### src/rtl/led_pkg.sv
// Shared definitions for the 74HC595 LED driver: FSM states and the
// derivation of the phase length and counter widths.
package led_pkg;

  typedef enum logic [1:0] {
    IDLE     = 2'd0,
    SHIFT_LO = 2'd1,
    SHIFT_HI = 2'd2,
    LATCH    = 2'd3
  } state_t;

  // sclk cycles per srclk half-period; never below one cycle.
  function automatic int calc_div(input int sclk_freq, input int shift_freq);
    int d;
    d = sclk_freq / (2 * shift_freq);
    return (d < 1) ? 1 : d;
  endfunction

  // Bits needed to hold values 0..n.
  function automatic int cnt_width(input int n);
    return (n < 1) ? 1 : $clog2(n + 1);
  endfunction

endpackage

### src/rtl/hc595_driver.sv
// Serialises one WIDTH-bit frame into a 74HC595 (DS/SHCP/STCP) per accepted request.
// Optional macro HC595_CHANGE_ONLY_EN: frames equal to the last one sent are consumed without shifting.
module hc595_driver
  import led_pkg::*;
#(
  parameter int SCLK_FREQ  = 50_000_000,
  parameter int SHIFT_FREQ = 12_500_000,
  parameter int WIDTH      = 8,
  parameter int MSB_FIRST  = 1
) (
  input  logic             sclk,
  input  logic             rst,
  input  logic [WIDTH-1:0] data_in,
  input  logic             data_valid,
  output logic             ready,
  output logic             ser,
  output logic             srclk,
  output logic             rclk
);

  localparam int DIV = calc_div(SCLK_FREQ, SHIFT_FREQ);
  localparam int PW  = cnt_width(DIV);
  localparam int BW  = cnt_width(WIDTH);
  localparam logic [PW-1:0] PH_LAST  = PW'(DIV - 1);
  localparam logic [BW-1:0] BIT_LAST = BW'(WIDTH - 1);

  state_t           state;
  logic [PW-1:0]    ph_cnt;
  logic [BW-1:0]    bit_cnt;
  logic [WIDTH-1:0] shreg;
  logic             fresh;

  function automatic logic first_bit(input logic [WIDTH-1:0] v);
    return (MSB_FIRST != 0) ? v[WIDTH-1] : v[0];
  endfunction

  function automatic logic [WIDTH-1:0] advance(input logic [WIDTH-1:0] v);
    return (MSB_FIRST != 0) ? (v << 1) : (v >> 1);
  endfunction

`ifdef HC595_CHANGE_ONLY_EN
  logic [WIDTH-1:0] last_sent;
  assign fresh = (data_in != last_sent);
`else
  assign fresh = 1'b1;
`endif

  wire ph_done = (ph_cnt == PH_LAST);

  // All outputs are registered so the pins change exactly on phase boundaries.
  always_ff @(posedge sclk) begin
    // NOTE: reset is synchronous, so it lives inside the clocked branch;
    // every state register, including the shift register, is cleared.
    if (rst) begin
      state   <= IDLE;
      ready   <= 1'b1;
      ser     <= 1'b0;
      srclk   <= 1'b0;
      rclk    <= 1'b0;
      ph_cnt  <= '0;
      bit_cnt <= '0;
      shreg   <= '0;
`ifdef HC595_CHANGE_ONLY_EN
      last_sent <= '0;
`endif
    end else begin
      // NOTE: non-blocking assignments let every branch read pre-edge values.
      case (state)
        IDLE: begin
          if (data_valid && fresh) begin
            shreg  <= data_in;
            ser    <= first_bit(data_in);
            ready  <= 1'b0;
            ph_cnt <= '0;
            state  <= SHIFT_LO;
`ifdef HC595_CHANGE_ONLY_EN
            last_sent <= data_in;
`endif
          end
        end

        SHIFT_LO: begin
          if (ph_done) begin
            ph_cnt <= '0;
            srclk  <= 1'b1;
            state  <= SHIFT_HI;
          end else begin
            ph_cnt <= ph_cnt + 1'b1;
          end
        end

        SHIFT_HI: begin
          if (ph_done) begin
            ph_cnt <= '0;
            srclk  <= 1'b0;
            if (bit_cnt == BIT_LAST) begin
              bit_cnt <= '0;
              rclk    <= 1'b1;
              state   <= LATCH;
            end else begin
              bit_cnt <= bit_cnt + 1'b1;
              shreg   <= advance(shreg);
              ser     <= first_bit(advance(shreg));
              state   <= SHIFT_LO;
            end
          end else begin
            ph_cnt <= ph_cnt + 1'b1;
          end
        end

        LATCH: begin
          if (ph_done) begin
            ph_cnt <= '0;
            rclk   <= 1'b0;
            ready  <= 1'b1;
            state  <= IDLE;
          end else begin
            ph_cnt <= ph_cnt + 1'b1;
          end
        end

        default: begin
          state <= IDLE;
          ready <= 1'b1;
        end
      endcase
    end
  end

endmodule

### config.mk
export PLATFORM = sky130hd
export DESIGN_NAME = hc595_driver
export DESIGN_NICKNAME = d
export VERILOG_FILES = /design/src/rtl/led_pkg.sv /design/src/rtl/hc595_driver.sv
export SDC_FILE = /design/constraint.sdc
export NUM_CORES = 1
export LEC_CHECK = 0
export BUFFER_PORTS_ARGS = -buffer_cell sky130_fd_sc_hd__buf_2
export CORE_MARGIN = 3
export CORE_UTILIZATION = 55
export CTS_BUF_LIST = sky130_fd_sc_hd__clkbuf_16
export CTS_CLUSTER_SIZE = 14
export DETAILED_ROUTE_END_ITERATION = 6
export PLACE_DENSITY = 0.9
export SYNTH_ARGS = -nofsm -noshare
export SYNTH_HDL_FRONTEND = slang
export SYNTH_SLANG_ARGS = --single-unit
### constraint.sdc
create_clock -name sclk -period 4 [get_ports sclk]
set_input_delay 0.8 -clock sclk [delete_from_list [all_inputs] [get_ports sclk]]
set_output_delay 0.8 -clock sclk [all_outputs]
set_load 0.03 [all_outputs]
==> results.cfg <==
[synthesis]
yosysUniqueCellTypes = 29
synth.most_common_cell = dfxtp_1
synth_commonest_cells = dfxtp_1 (19), nor2_1 (18), a21oi_1 (10)
syn_area_per_cell_sq_um = 9.351
ys_seq_elements = 19
syn_area_sq_um = 888.4
synth-warning-count = 0
synth_fp_nets = 107
post-synth-top-area-cell = dfxtp_1
yosysSeqAreaShare_pct = 42.82
netlist_instances = 95
yosysTopAreaCellShare_pct = 42.82
synthArstFlopShare_pct = 0
synth_edf_count = 0
ys_top_cells_by_area = dfxtp_1 (43%), mux2i_1 (9.0%), nor2_1 (7.6%)
ys.flop_type = dfxtp_1

[cts]
cts_resized = 0
clockBufferDepth = 2
post-cts-setup-buffers = 0
root_buffer = clkbuf_16
htree_num_levels = 1
cts_tree = done
cts_sinks = 19
clk_latency_ns = 0.25
ctsHoldBuffers = 0
clkTransAtPathRegs_ns = 0.05
numCtsBuffers = 3

[timing]
finalMaxSlewViolations = 0
fin_crit_ns = 1.791
hold_viol = 0
fmax_ghz = 0.5583
fin_ws_ns = 2.209
setup_viol = 0
rsz0062_at_grt = false
clock_skew_ns = 0.004382
relSlewSlack_pct = 55.37
tightest_slew_ns = 0.6694
fin_tns_setup_ns = 0
period_share_pct = 44.78

[worst_setup_path]
crit_family = compound AO/OA/AOI/OAI gates
rr_worst_depth = 5
start_kind = flip-flop
max_stage_delay_ns = 0.62
crit_buf_inv = 0
crit_chain = ha_1 > and3b_4 > a221oi_4 > nor2_1 > a211oi_2
worstSetupPathType = reg2reg
cpMaxStageDelayCell = a221oi_4
cp-startpoint = bit_cnt[0]
timing.rr.end = shreg[2]
r2r_slack_ns = 2.21
end_kind = flip-flop
path_max_fanout = 15
r2r_start = bit_cnt[0]
worstPathArrival_ns = 1.97
crit_required_ns = 4.18

[pwr]
p_leak_uw = 0.0004480
seqPwrFrac_pct = 44.9
power.density_mw_per_mm2 = 465.2
switchingPower_uw = 116.3
pwr-share-clk_pct = 43.0
ir_drop_uv = 299.9
p_int_uw = 359.2
p_sw_share_pct = 24.46
comb_power_share_pct = 12.1

[routing]
routedWlPerCell_microns = 14.25
drc = 0
first_pass_iters = 4
initialDrtViolationCount = 11
vias_per_cell = 5.918
wl_mm = 1.738
final_antenna_net_count = 0
vias = 722

[placed_design]
routabilityCongestion = 0.7137
post-place-ws_ns = 1.948
port_buffers = 14

[global_routing]
grt_max_degree = 20
track_usage_pct = 19.52
grt_pass1_vias = 709
grt_antenna_before_repair = 0
overflow = 0
grt_pass1_wl_mm = 2.904

[layout]
drive_above_1_share_pct = 23.36
num_antenna_cells = 0
final_net_count = 120
syn2layout_area_growth_pct = 15.07

[run]
drv_cap = 0

[die]
rows = 13
io_pins = 15
coreArea_sq_mm = 0.001399
die-area_sq_mm = 0.002134
die-height_microns = 46.19
die_w_microns = 46.19
initial_core_util_pct = 63.51

[hold_path]
min_path_type = reg2reg
min_to = shreg[0]
min_from = shreg[0]
holdPathStages = 2

[outcome]
status = finished, final reports clean
## area by class of cell
type,instances,area (sq um)
clock buffer,3,75.07
clock inverter,1,5.005
fill,99,376.6
inverter,1,3.754
multi-input combinational,69,469.2
sequential,19,380.4
tap,15,18.77
timing repair buffer,14,70.07
## metal layers
metal | share of wire, % | global-route usage (%) | routed length, microns | up-vias
met4 | 1.9 | 10.23 | 33 | 0
li1 | - | - | - | 361
met3 | 3.7 | 4.688 | 65 | 5
met2 | 54 | 37.36 | 936 | 14
met5 | 0 | 0 | 0 | -
met1 | 40 | 18.62 | 702 | 342
## cell families (layout without fill, tap and decap cells)
group | Yosys count | in the layout | share of synthesized area, %
simple gates | 35 | 35 | 21.27
fa+ha+maj | 1 | 1 | 1.408
buf+inv | 7 | 19 | 4.365
mux | 8 | 8 | 9.014
compound gates | 24 | 24 | 20.14
xor+xnor | 1 | 1 | 0.9861
flops | 19 | 19 | 42.82
## flip-flops by register name (all words and copies together), names as in the netlist
register  count
shreg         7
ph_cnt        2
srclk         1
ser           1
state         2
ready         1
rclk          1
bit_cnt       4
## worst max path at each step
stage / to / depth (start not counted)
global placement: shreg[3] / 5
CTS: shreg[2] / 5
detailed placement: shreg[2] / 5
floorplan: shreg[1] / 5
finish: shreg[2] / 5
global route: ser / 4
## metrics by stage
| step | area [sq um] | total power [uW] | std cells | hold WS, ns | utilization (%) |
|---|---|---|---|---|---|
| after floorplan | 888.4 | 260.8 | 95 | 0.4498 | - |
| after detailed placement | 942.2 | 274.7 | 118 | 0.4720 | 67.35 |
| after global placement | 942.2 | 270.3 | 118 | 0.4539 | 67.35 |
| final | 1022 | 475.5 | 122 | 0.4966 | 73.08 |
| after CTS | 1022 | 477.4 | 122 | 0.4988 | 73.08 |
| after global routing | 1022 | 492.9 | 122 | 0.5261 | 73.08 |
## power by group through the flow
stage          Clock [uW]  Combinational (uW)  Sequential [uW]
2_1_floorplan           0                43.2              218
3_3_place_gp            0                54.2              216
3_5_place_dp            0                57.7              217
4_1_cts               206                58.5              213
5_1_grt               214                64.7              214
6_report              204                57.7              213
## cell usage in the layout (no fill, tap or decap)
cell,Yosys,layout
and4bb_1,1,1
nor2b_1,1,1
xor2_1,1,1
nand2_1,4,4
nand2b_1,3,3
dfxtp_1,19,19
nor3b_1,1,1
a211oi_2,3,3
clkinv_2,0,1
buf_2,1,14
ha_1,1,1
nor2_1,18,18
o21bai_1,1,1
nand4_1,1,1
a211oi_1,5,5
or4_1,1,1
nand3_1,1,1
inv_1,1,1
o21ai_0,2,2
and3b_4,1,1
a21oi_1,10,10
nand3b_2,1,1
clkbuf_16,0,3
nand2b_4,1,1
a221oi_4,1,1
o21ai_1,2,2
nor3_1,1,1
mux2i_1,8,8
## worst min-delay path: stages, from the launching register on
cell,delay [ns]
dfxtp_1,0.31
nand2b_1,0.07
a21oi_1,0.06
Note: power is estimated with default switching activity, not from simulation.
